## src/rtl/clocktamer_pps_pkg.sv

```systemverilog
// Shared state encoding, default widths and small helpers for the 1PPS conditioner.
// Latency: none, types and constants only.
// Backpressure: none, no handshaking in this slice.
package clocktamer_pps_pkg;

  // Default width of the period counter and window arithmetic.
  localparam int PPS_CNT_W = 28;

  // Width of the saturating rejected-edge counter.
  localparam int REJECT_W = 8;

  // Encoding 2'd3 is unused and is treated as ACQUIRE by the FSM.
  typedef enum logic [1:0] {
    ST_ACQUIRE  = 2'd0,
    ST_LOCKED   = 2'd1,
    ST_HOLDOVER = 2'd2
  } pps_state_t;

  // Saturating increment for the reject counter.
  function automatic logic [REJECT_W-1:0] sat_inc_rej(input logic [REJECT_W-1:0] v);
    return (v == '1) ? v : v + REJECT_W'(1);
  endfunction

endpackage

```

## src/rtl/pps_glitch_filter.sv

```systemverilog
// Synchronises raw 1PPS and accepts a rising edge only after MIN_WIDTH high samples.
// Latency: edge_evt rises SYNC_STAGES+MIN_WIDTH-1 cycles after the first high sample.
// Backpressure: none, edge_evt is a single-cycle event that must be consumed at once.
module pps_glitch_filter #(
  parameter int SYNC_STAGES = 2,
  parameter int MIN_WIDTH   = 8
) (
  input  logic clk,
  input  logic nreset,
  input  logic pps_in,
  output logic edge_evt
);

  // Run counter saturates at MIN_WIDTH, so it must be able to hold that value.
  localparam int RUN_W = $clog2(MIN_WIDTH + 1);

  logic [SYNC_STAGES-1:0] sync_q;
  logic [RUN_W-1:0]       run_cnt;
  logic                   sync_hi;

  assign sync_hi = sync_q[SYNC_STAGES-1];

  // Metastability chain: pps_in enters at bit 0 and leaves at the top bit.
  always_ff @(posedge clk) begin
    if (!nreset) begin
      sync_q <= '0;
    end else begin
      sync_q[0] <= pps_in;
      for (int i = 1; i < SYNC_STAGES; i++) begin
        sync_q[i] <= sync_q[i-1];
      end
    end
  end

  // Count consecutive high samples; fire once when the run reaches MIN_WIDTH.
  // Saturation holds the counter at MIN_WIDTH, so a long pulse cannot fire
  // again until a low sample clears the run.
  always_ff @(posedge clk) begin
    if (!nreset) begin
      run_cnt  <= '0;
      edge_evt <= 1'b0;
    end else begin
      edge_evt <= sync_hi && (run_cnt == RUN_W'(MIN_WIDTH - 1));
      if (!sync_hi) begin
        run_cnt <= '0;
      end else if (run_cnt != RUN_W'(MIN_WIDTH)) begin
        run_cnt <= run_cnt + RUN_W'(1);
      end
    end
  end

endmodule

```

## src/rtl/pps_conditioner.sv

```systemverilog
// Qualifies GPS 1PPS: glitch filter, period window check, lock FSM and bounded holdover.
// Latency: pps_out rises SYNC_STAGES+MIN_WIDTH cycles after pps_in is first sampled high.
// Backpressure: none, pps_out is a one-cycle registered pulse the consumer must take.
module pps_conditioner
  import clocktamer_pps_pkg::*;
#(
  parameter int CNT_W        = PPS_CNT_W,
  parameter int SYNC_STAGES  = 2,
  parameter int MIN_WIDTH    = 8,
  parameter int LOCK_COUNT   = 3,
  parameter int MAX_HOLDOVER = 4
) (
  input  logic                clk,
  input  logic                nreset,
  input  logic                pps_in,
  input  logic [CNT_W-1:0]    expected_period,
  input  logic [15:0]         tolerance,
  output logic                pps_out,
  output logic                pps_synth,
  output logic                locked,
  output logic                holdover,
  output logic [1:0]          state,
  output logic [REJECT_W-1:0] reject_count
);

  // Window arithmetic runs one bit wider so the sum and difference cannot wrap.
  localparam int W1     = CNT_W + 1;
  localparam int GOOD_W = $clog2(LOCK_COUNT + 1);
  localparam int MISS_W = $clog2(MAX_HOLDOVER + 1);
  localparam logic [W1-1:0] CNT_MAX = {1'b0, {CNT_W{1'b1}}};

  logic              edge_evt;
  pps_state_t        st;
  logic [CNT_W-1:0]  p_cnt;
  logic              anchored;
  logic [GOOD_W-1:0] good;
  logic [MISS_W-1:0] miss;

  logic [W1-1:0]     exp_ext;
  logic [W1-1:0]     tol_ext;
  logic [W1-1:0]     p_ext;
  logic [W1-1:0]     lo_raw;
  logic [W1-1:0]     hi_raw;
  logic [W1-1:0]     lo;
  logic [W1-1:0]     hi;
  logic              in_win;
  logic              at_hi;
  logic              past_hi;
  logic [CNT_W-1:0]  tol_reload;

  pps_glitch_filter #(
    .SYNC_STAGES (SYNC_STAGES),
    .MIN_WIDTH   (MIN_WIDTH)
  ) u_filter (
    .clk      (clk),
    .nreset   (nreset),
    .pps_in   (pps_in),
    .edge_evt (edge_evt)
  );

  // Acceptance window [lo, hi], clamped to the counter range; recomputed every
  // cycle so a new expected_period or tolerance applies on the next edge check.
  always_comb begin
    exp_ext = W1'(expected_period);
    tol_ext = W1'(tolerance);
    p_ext   = W1'(p_cnt);
    lo_raw  = exp_ext - tol_ext;
    hi_raw  = exp_ext + tol_ext;
    lo      = (tol_ext > exp_ext) ? '0 : lo_raw;
    hi      = (hi_raw > CNT_MAX) ? CNT_MAX : hi_raw;
    in_win  = (p_ext >= lo) && (p_ext <= hi);
    // >= rather than == so that shrinking the window mid-interval still times out.
    at_hi   = (p_ext >= hi);
    past_hi = (p_ext > hi);
  end

  // p_cnt is sampled on the edge after a reload, so the reload cycle itself
  // already counts as one elapsed cycle. That keeps real intervals of exactly
  // expected_period at p_cnt == expected_period, and makes the first synthesised
  // pulse land tolerance cycles late and later ones expected_period apart.
  assign tol_reload = CNT_W'(tol_ext + W1'(1));

  assign state = st;

  // Lock/holdover FSM with p_cnt and all outputs registered together, so state
  // flags change in the same cycle as the pulse that causes the transition.
  always_ff @(posedge clk) begin
    if (!nreset) begin
      st           <= ST_ACQUIRE;
      p_cnt        <= '0;
      anchored     <= 1'b0;
      good         <= '0;
      miss         <= '0;
      pps_out      <= 1'b0;
      pps_synth    <= 1'b0;
      locked       <= 1'b0;
      holdover     <= 1'b0;
      reject_count <= '0;
    end else begin
      pps_out   <= 1'b0;
      pps_synth <= 1'b0;
      if (p_cnt != '1) begin
        p_cnt <= p_cnt + CNT_W'(1);
      end

      case (st)
        ST_LOCKED: begin
          // A real edge on the timeout cycle is in-window and wins over synthesis.
          if (edge_evt) begin
            if (in_win) begin
              pps_out <= 1'b1;
              p_cnt   <= CNT_W'(1);
            end else begin
              reject_count <= sat_inc_rej(reject_count);
            end
          end else if (at_hi) begin
            pps_out   <= 1'b1;
            pps_synth <= 1'b1;
            p_cnt     <= tol_reload;
            miss      <= MISS_W'(1);
            st        <= ST_HOLDOVER;
            locked    <= 1'b0;
            holdover  <= 1'b1;
          end
        end

        ST_HOLDOVER: begin
          if (edge_evt) begin
            if (in_win) begin
              pps_out  <= 1'b1;
              p_cnt    <= CNT_W'(1);
              miss     <= '0;
              st       <= ST_LOCKED;
              locked   <= 1'b1;
              holdover <= 1'b0;
            end else begin
              reject_count <= sat_inc_rej(reject_count);
            end
          end else if (at_hi) begin
            if (miss < MISS_W'(MAX_HOLDOVER)) begin
              pps_out   <= 1'b1;
              pps_synth <= 1'b1;
              p_cnt     <= tol_reload;
              miss      <= miss + MISS_W'(1);
            end else begin
              // Holdover budget spent: drop the anchor and reacquire silently.
              anchored <= 1'b0;
              good     <= '0;
              miss     <= '0;
              st       <= ST_ACQUIRE;
              holdover <= 1'b0;
            end
          end
        end

        default: begin
          // ACQUIRE, and the unused encoding which falls back to ACQUIRE.
          st       <= ST_ACQUIRE;
          locked   <= 1'b0;
          holdover <= 1'b0;
          if (edge_evt) begin
            pps_out <= 1'b1;
            p_cnt   <= CNT_W'(1);
            if (!anchored) begin
              anchored <= 1'b1;
              good     <= '0;
            end else if (in_win) begin
              if (good == GOOD_W'(LOCK_COUNT - 1)) begin
                good   <= '0;
                st     <= ST_LOCKED;
                locked <= 1'b1;
              end else begin
                good <= good + GOOD_W'(1);
              end
            end else begin
              // Out of window: restart the good run from this edge.
              good         <= '0;
              reject_count <= sat_inc_rej(reject_count);
            end
          end else if (past_hi) begin
            anchored <= 1'b0;
            good     <= '0;
          end
        end
      endcase
    end
  end

endmodule

```

## config.mk

```make
export PLATFORM = sky130hd
export DESIGN_NAME = pps_conditioner
export DESIGN_NICKNAME = d
export VERILOG_FILES = /design/src/rtl/clocktamer_pps_pkg.sv /design/src/rtl/pps_glitch_filter.sv /design/src/rtl/pps_conditioner.sv
export SDC_FILE = /design/constraint.sdc
export NUM_CORES = 1
export LEC_CHECK = 0
export ABC_AREA = 1
export ABC_CLOCK_PERIOD_IN_PS = 14010
export CAP_MARGIN = 20
export CORE_UTILIZATION = 64
export CTS_CLUSTER_SIZE = 14
export DETAILED_ROUTE_END_ITERATION = 16
export PLACE_DENSITY = 0.95
export SETUP_SLACK_MARGIN = 0.4
export SYNTH_ARGS = -nofsm -noshare
export SYNTH_HDL_FRONTEND = slang
export SYNTH_SLANG_ARGS = --single-unit
```

## constraint.sdc

```tcl
create_clock -name clk -period 14.01 [get_ports clk]
set_clock_uncertainty 0.05 [all_clocks]
set_input_delay 2.1015 -clock clk [delete_from_list [all_inputs] [get_ports clk]]
set_output_delay 2.1015 -clock clk [all_outputs]
set_load 0.1 [all_outputs]
```

==> results of run 1 <==
[how the worst max path moves through the flow]
| stage | startpoint | end | slack, ps | depth (start not counted) |
|---|---|---|---|---|
| CTS | tolerance[0] | p_cnt[15] | 6540 | 31 |
| floorplan | expected_period[0] | p_cnt[24] | 8040 | 32 |
| global route | tolerance[2] | p_cnt[16] | 6300 | 32 |
| global placement | tolerance[0] | p_cnt[13] | 6430 | 31 |
| finish | tolerance[2] | p_cnt[24] | 6860 | 32 |
| detailed placement | tolerance[0] | p_cnt[15] | 6250 | 31 |
[cell usage after synthesis, types with 8 or more instances]
| cell type | instances |
|---|---|
| nor2_1 | 149 |
| nor4_1 | 8 |
| clkbuf_1 | 16 |
| xor2_1 | 40 |
| inv_1 | 172 |
| nand3_1 | 101 |
| xnor2_1 | 10 |
| or2_2 | 10 |
| nand4_1 | 22 |
| nor3_1 | 30 |
| buf_2 | 10 |
| dfxtp_1 | 54 |
| a21oi_1 | 102 |
| nand2_1 | 310 |
| ha_1 | 96 |
| o21ai_0 | 59 |
[cells by family after synthesis]
logic type / after synthesis
DFF: 54
xor gates and xnor gates: 50
adders and majority gates: 98
AOI/OAI and AO/OA: 193
and+or+nand+nor: 656
buffers and inverters: 213
[per-layer routing]
metal  routed length, µm  vias up
met2                9750      407
met4                 828        0
met5                   0        -
met1                9230     3725
li1                    -     4198
met3                1740       73
[worst max-delay path, delay by kind of cell]
family / cells / cell delay [ps]
and+or+nand+nor: 21 / 2810
AOI/OAI and AO/OA: 6 / 1130
buffers and inverters: 3 / 680
adders and majority gates: 2 / 580
[metrics by stage]
stage          std cells  setup WS (ps)  utilization  area [µm²]
2_1_floorplan       1264           8040            -        7520
3_3_place_gp        1434           6430        0.712        8130
3_5_place_dp        1434           6250        0.712        8130
4_1_cts             1442           6540        0.726        8290
5_1_grt             1443           6300        0.728        8320
6_report            1443           6860        0.728        8320
[flip-flops by register name, indices dropped and copies added (netlist names)]
name,count
pps_synth,1
p_cnt,28
anchored,1
reject_count,8
locked,1
u_filter.edge_evt,1
u_filter.sync_q,2
miss,3
good,2
holdover,1
pps_out,1
u_filter.run_cnt,4
state,1
[cell type report]
class / instances / share of cell area
sequential: 54 / 0.130
multi-input combinational: 997 / 0.671
inverter: 179 / 0.0808
clock inverter: 3 / 0.00481
clock buffer: 5 / 0.0150
tap: 143 / 0.0215
timing repair buffer: 62 / 0.0764
[cell usage in the layout, fill, tap and decap left out, types with 4 or more instances in the layout]
cell type        synthesis  routed
a21oi_1                102     102
clkdlybuf4s50_1          0      60
inv_1                  172     172
and3_1                   4       4
clkbuf_16                0       5
nand2_2                  4       4
nand2_1                310     310
nor2_1                 149     149
o21ai_0                 59      59
or2_2                   10      10
xnor2_1                 10      10
dfxtp_1                 54      54
xor2_1                  40      40
ha_1                    96      96
nand3_1                101     101
nor4_1                   8       8
a21o_1                   4       4
o21bai_1                 6       6
nor3b_1                  4       4
nor3_1                  30      30
nand4_1                 22      22
inv_2                    5       5
[power by group through the flow]
stage	Sequential, mW	Clock [mW]	Combinational (mW)
floorplan	0.192	0	0.217
global route	0.175	0.150	0.360
global placement	0.176	0	0.308
detailed placement	0.177	0	0.314
CTS	0.173	0.144	0.316
finish	0.174	0.143	0.324
==> impl_metrics.tcl, run 1 <==
set metrics [dict create \
    status "finished clean" \
    slew_violations 0 \
    synthXorXnorAreaFrac 0.0583 \
    globalRouteMet3Util 0.0582 \
    yosys.area_share.simple 0.378 \
    synth.area.top_cells "ha_1, nand2_1, dfxtp_1, inv_1, nor2_1" \
    synth_cell_type_count 55 \
    first_pass_iters 5 \
    syn_area_um2 7520 \
    cp.arrival_ps 7330 \
    fin_crit_ps 7150 \
    busiest_layer "met2" \
    fp.dieH_um 110 \
    fin_nets 1444 \
    rows 39 \
    p_per_area_nw_per_um2 77.0 \
    synth-async-reset-ratio 0 \
    startpoint_type "input port" \
    grt_antenna_before_repair 0 \
    synth_top_family_by_area "simple AND/OR/NAND/NOR gates" \
    grt_max_degree 29 \
    drc_errors 0 \
    worstSetupEndpointType "flip-flop" \
    p_int_mw 0.350 \
    cts_max_level 2 \
    synth_compound_area_frac 0.141 \
    clock_path_buffers 2 \
    tns_ps 0 \
    combPwrFrac 0.505 \
    clockRootBuffer "clkbuf_16" \
    p_sw_mw 0.291 \
    syn_area_per_cell_um2 5.95 \
    swShare 0.454 \
    die_w_um 110 \
    setup_violations 0 \
    insertion_delay_ps 300 \
    cpPeakStageDelay_ps 550 \
    vias 8403 \
    hp-class "reg2reg" \
    die_area_um2 12200 \
    r2r_slack_ps 10980 \
    nFillCells 1008 \
    holdPathEnd "u_filter.sync_q[1]" \
    syn_to_final_growth_pct 10.7 \
    synth_warnings 0 \
    max_slew.worst_pin.slew_ps 1010 \
    register_area_um2 1080 \
    hpwl_um 17500 \
    postCtsHoldBufs 0 \
    synthFlopType "dfxtp_1" \
    rsz0062_at_grt "no" \
    required_ps 14190 \
    finalPower_mw 0.641 \
    r2r-end "p_cnt[2]" \
    max_clock_freq_mhz 140 \
    synth_top_area_frac 0.160 \
    synth_top_area_cell "ha_1" \
    yosysSeqAreaShare 0.144 \
    final_layout_size_suffix_gt1_frac 0.0315 \
    r2r-start "p_cnt[1]" \
    critPathSlowestCell "clkdlybuf4s50_1" \
    synth_seq_cells 54 \
    holdWs_ps 388 \
    io_pins 61 \
    critPathKind "in2reg" \
    clk_pin_slew_ps 70 \
    post_cts_buffers 0 \
    multi_input_area_um2 5590 \
    pwr-share-clk 0.224 \
    finalHoldViolCount 0 \
    routabilityCongestion 0.993 \
    drtAntennaViolNets 0 \
    portBuffers 60 \
    grt_pass1_vias 7597 \
    ff2ff_path_depth 12 \
    clock_sinks 54 \
    worst_ir_drop_vdd_mv 0.107 \
    grt.total_usage 0.362 \
    drt-total-wl_um 21600 \
    globalRoute.totalOverflow 0 \
    fin_crit_sh 0.510 \
    path_max_fanout 18 \
    drt-initial-drc-count 867 \
    p_leak_nw 4.17 \
    diodes 0 \
    grt_use_met1 0.462 \
    muxShareOfSynthArea 0 \
    crit_top_cell "nand2_1" \
    numCtsBuffers 5 \
    hold-path-cell-count 2 \
    drv_cap 0 \
    pwr-share-seq 0.271 \
    synth_edf_count 0 \
    hold_start "u_filter.sync_q[0]" \
    grt_pass1_wl_um 34600 \
    floorplan.initialDensity 0.658 \
    tritoncts "yes" \
    syn_nets 1409 \
    cts_resized 0 \
    slew_headroom 0.327 \
    core_area_um2 11400 \
    syn_inst 1264 \
    viasPerCell 5.82 \
    synth_fa_ha_area_frac 0.165 \
    met2_usage 0.604 \
    wl_per_cell_um 14.9 \
]
(Power assumes the default switching activity.)
==> run 2, diff against run 1 <==
--- a/config.mk
+++ b/config.mk
@@ -6,12 +6,12 @@
 export NUM_CORES = 1
 export LEC_CHECK = 0
 export ABC_AREA = 1
-export ABC_CLOCK_PERIOD_IN_PS = 14010
+export ABC_CLOCK_PERIOD_IN_PS = 5900
 export CAP_MARGIN = 20
-export CORE_UTILIZATION = 64
+export CORE_UTILIZATION = 55
 export CTS_CLUSTER_SIZE = 14
 export DETAILED_ROUTE_END_ITERATION = 16
-export PLACE_DENSITY = 0.95
+export PLACE_DENSITY = 0.9
 export SETUP_SLACK_MARGIN = 0.4
 export SYNTH_ARGS = -nofsm -noshare
 export SYNTH_HDL_FRONTEND = slang
==> constraint.sdc (replaced) <==
create_clock -name clk -period 5.9 [get_ports clk]
set_clock_uncertainty 0.05 [all_clocks]
set_input_delay 0.885 -clock clk [delete_from_list [all_inputs] [get_ports clk]]
set_output_delay 0.885 -clock clk [all_outputs]
set_load 0.1 [all_outputs]
==> run 2 against run 1 <==
Clock power increased by 120%. Sequential power increased by 140%. Count of clock-buffer cells in the layout rose by 1. Critical endpoint is now p_cnt[5]. Final cell count increased by 4.2%. Global-route usage shrank 5.5 points. Final area up 5.1%. Combinational power rose to 2.5 times the previous value. Sequential cell count unchanged. Wire length rose by 3.8%. Die area up 16%. Register-to-register slack got worse by 8200 ps.
==> impl_metrics.tcl, run 2 (synthesized netlist as in run 1, its figures left out) <==
set metrics [dict create \
    numCtsBuffers 5 \
    fin_crit_ps 5210 \
    worst_slack_ps 691 \
    vias 8562 \
    finalHoldViolCount 0 \
    drt-initial-drc-count 804 \
    combPwrFrac 0.530 \
    grt_pass1_wl_um 35700 \
    clock_path_buffers 2 \
    status "finished clean" \
    hp-class "reg2reg" \
    path_delay_family "simple AND/OR/NAND/NOR gates" \
    layout_commonest_cell "nand2_1" \
    insertion_delay_ps 300 \
    fin_nets 1471 \
    crit_top_cell "nand2_1" \
    globalRoute.totalOverflow 0 \
    first_pass_iters 5 \
    p_per_area_nw_per_um2 178 \
    die_area_um2 14100 \
    clk_pin_slew_ps 80 \
    tritoncts "yes" \
    final_cell_mix "nand2_1, inv_1, nor2_1" \
    tns_ps 0 \
    syn_to_final_growth_pct 16.3 \
    pre_cts_slack_ps 40.7 \
    finalPower_mw 1.55 \
    core_area_um2 13300 \
    viasPerCell 5.70 \
    routabilityCongestion 0.982 \
    grt_max_degree 22 \
    worst_ir_drop_vdd_mv 0.311 \
    setup_violations 0 \
    grt_antenna_before_repair 0 \
    p_int_mw 0.829 \
    critPathKind "in2reg" \
    slew_headroom 0.308 \
    drt-total-wl_um 22400 \
    rows 42 \
    max_clock_freq_mhz 192 \
    required_ps 6080 \
    rsz0062_at_grt "no" \
    p_leak_nw 4.36 \
    largest_reg_flops 28 \
    diodes 0 \
    multi_input_area_um2 5750 \
    largestRegisters "p_cnt (28), reject_count (8), u_filter.run_cnt (4)" \
    fp.dieH_um 119 \
    fin_crit_sh 0.883 \
    critPathSlowestCell "clkdlybuf4s50_1" \
    path_max_fanout 7 \
    io_pins 61 \
    max_slew.worst_pin.slew_ps 1040 \
    drc_errors 0 \
    hpwl_um 17600 \
    floorplan.initialDensity 0.565 \
    clockRootBuffer "clkbuf_16" \
    cp.arrival_ps 5390 \
    cts_max_level 2 \
    pwr-share-clk 0.205 \
    drtAntennaViolNets 0 \
    nFillCells 1198 \
    p_sw_mw 0.723 \
    worstSetupEndpointType "flip-flop" \
    drv_cap 0 \
    grt_pass1_vias 7637 \
    final_layout_size_suffix_gt1_frac 0.0746 \
    startpoint_type "input port" \
    die_w_um 119 \
    largest_register "p_cnt" \
    register_area_um2 1080 \
    final_util 0.658 \
    swShare 0.466 \
    slew_violations 0 \
    crit_buf_inv 10 \
    portBuffers 60 \
    grt.total_usage 0.307 \
    pwr-share-seq 0.265 \
    clock_sinks 54 \
    cpPeakStageDelay_ps 480 \
    wl_per_cell_um 14.9 \
]
## run 2: through the flow
step | hold WS (ps) | cells | cell area [µm²]
3_3_place_gp | 346 | 1486 | 8310
2_1_floorplan | 340 | 1264 | 7520
6_report | 373 | 1503 | 8750
3_5_place_dp | 358 | 1486 | 8310
5_1_grt | 395 | 1503 | 8750
4_1_cts | 376 | 1494 | 8470
## run 2: power by group through the flow
| stage | clock (mW) | sequential (mW) | combinational (mW) |
|---|---|---|---|
| after floorplan | 0 | 0.457 | 0.515 |
| after global placement | 0 | 0.419 | 0.738 |
| after detailed placement | 0 | 0.419 | 0.754 |
| after CTS | 0.316 | 0.411 | 0.763 |
| after global routing | 0.330 | 0.415 | 0.909 |
| final | 0.318 | 0.412 | 0.823 |
## run 2: cell type report
type / instances / area share
Inverter: 179 / 0.0773
Multi-Input combinational cell: 998 / 0.658
Tap cell: 176 / 0.0252
Sequential cell: 54 / 0.124
Clock buffer: 6 / 0.0159
Timing Repair Buffer: 88 / 0.0983
Clock inverter: 2 / 0.00186
## run 2: worst reg2reg max path: stages, from the launching register on
cell and delay (ps):
dfxtp_1 480, ha_1 230, nand2_1 110, nor2_1 210, nand2_1 140, nor2_1 130, nand2_1 370, inv_1 290
nor2_1 80, nand3_1 130, xor2_1 310, o21ai_0 140, nand2_1 80, o21ai_0 70, nand3_1 70, o21ai_0 70
## run 2: per-layer routing
metal | vias up | part of all wire | GRT usage
li1 | 4241 | - | -
met1 | 3842 | 0.43 | 0.398
met2 | 402 | 0.45 | 0.510
met3 | 77 | 0.080 | 0.0455
met4 | 0 | 0.043 | 0.121
met5 | - | 0 | 0
## run 2: path summary, 6_finish.rpt
path / to / slack, ps / depth (start not counted) / startpoint
setup / recovery: p_cnt[5] / 690 / 35 / tolerance[3]
setup reg to reg: p_cnt[3] / 2820 / 15 / p_cnt[1]
hold / removal: u_filter.sync_q[1] / 370 / 2 / u_filter.sync_q[0]
hold reg to reg: u_filter.sync_q[1] / 370 / 2 / u_filter.sync_q[0]
## run 2: what timing repair did
action / 4_1_cts / 5_1_grt
setup endpoints to repair: 15 / 47
resized for setup: 2 / 54
hold buffers: 0 / 0
setup buffers: 0 / 7
hold endpoints to repair: 0 / 0
pin swaps: 0 / 10
cloned: 0 / 2
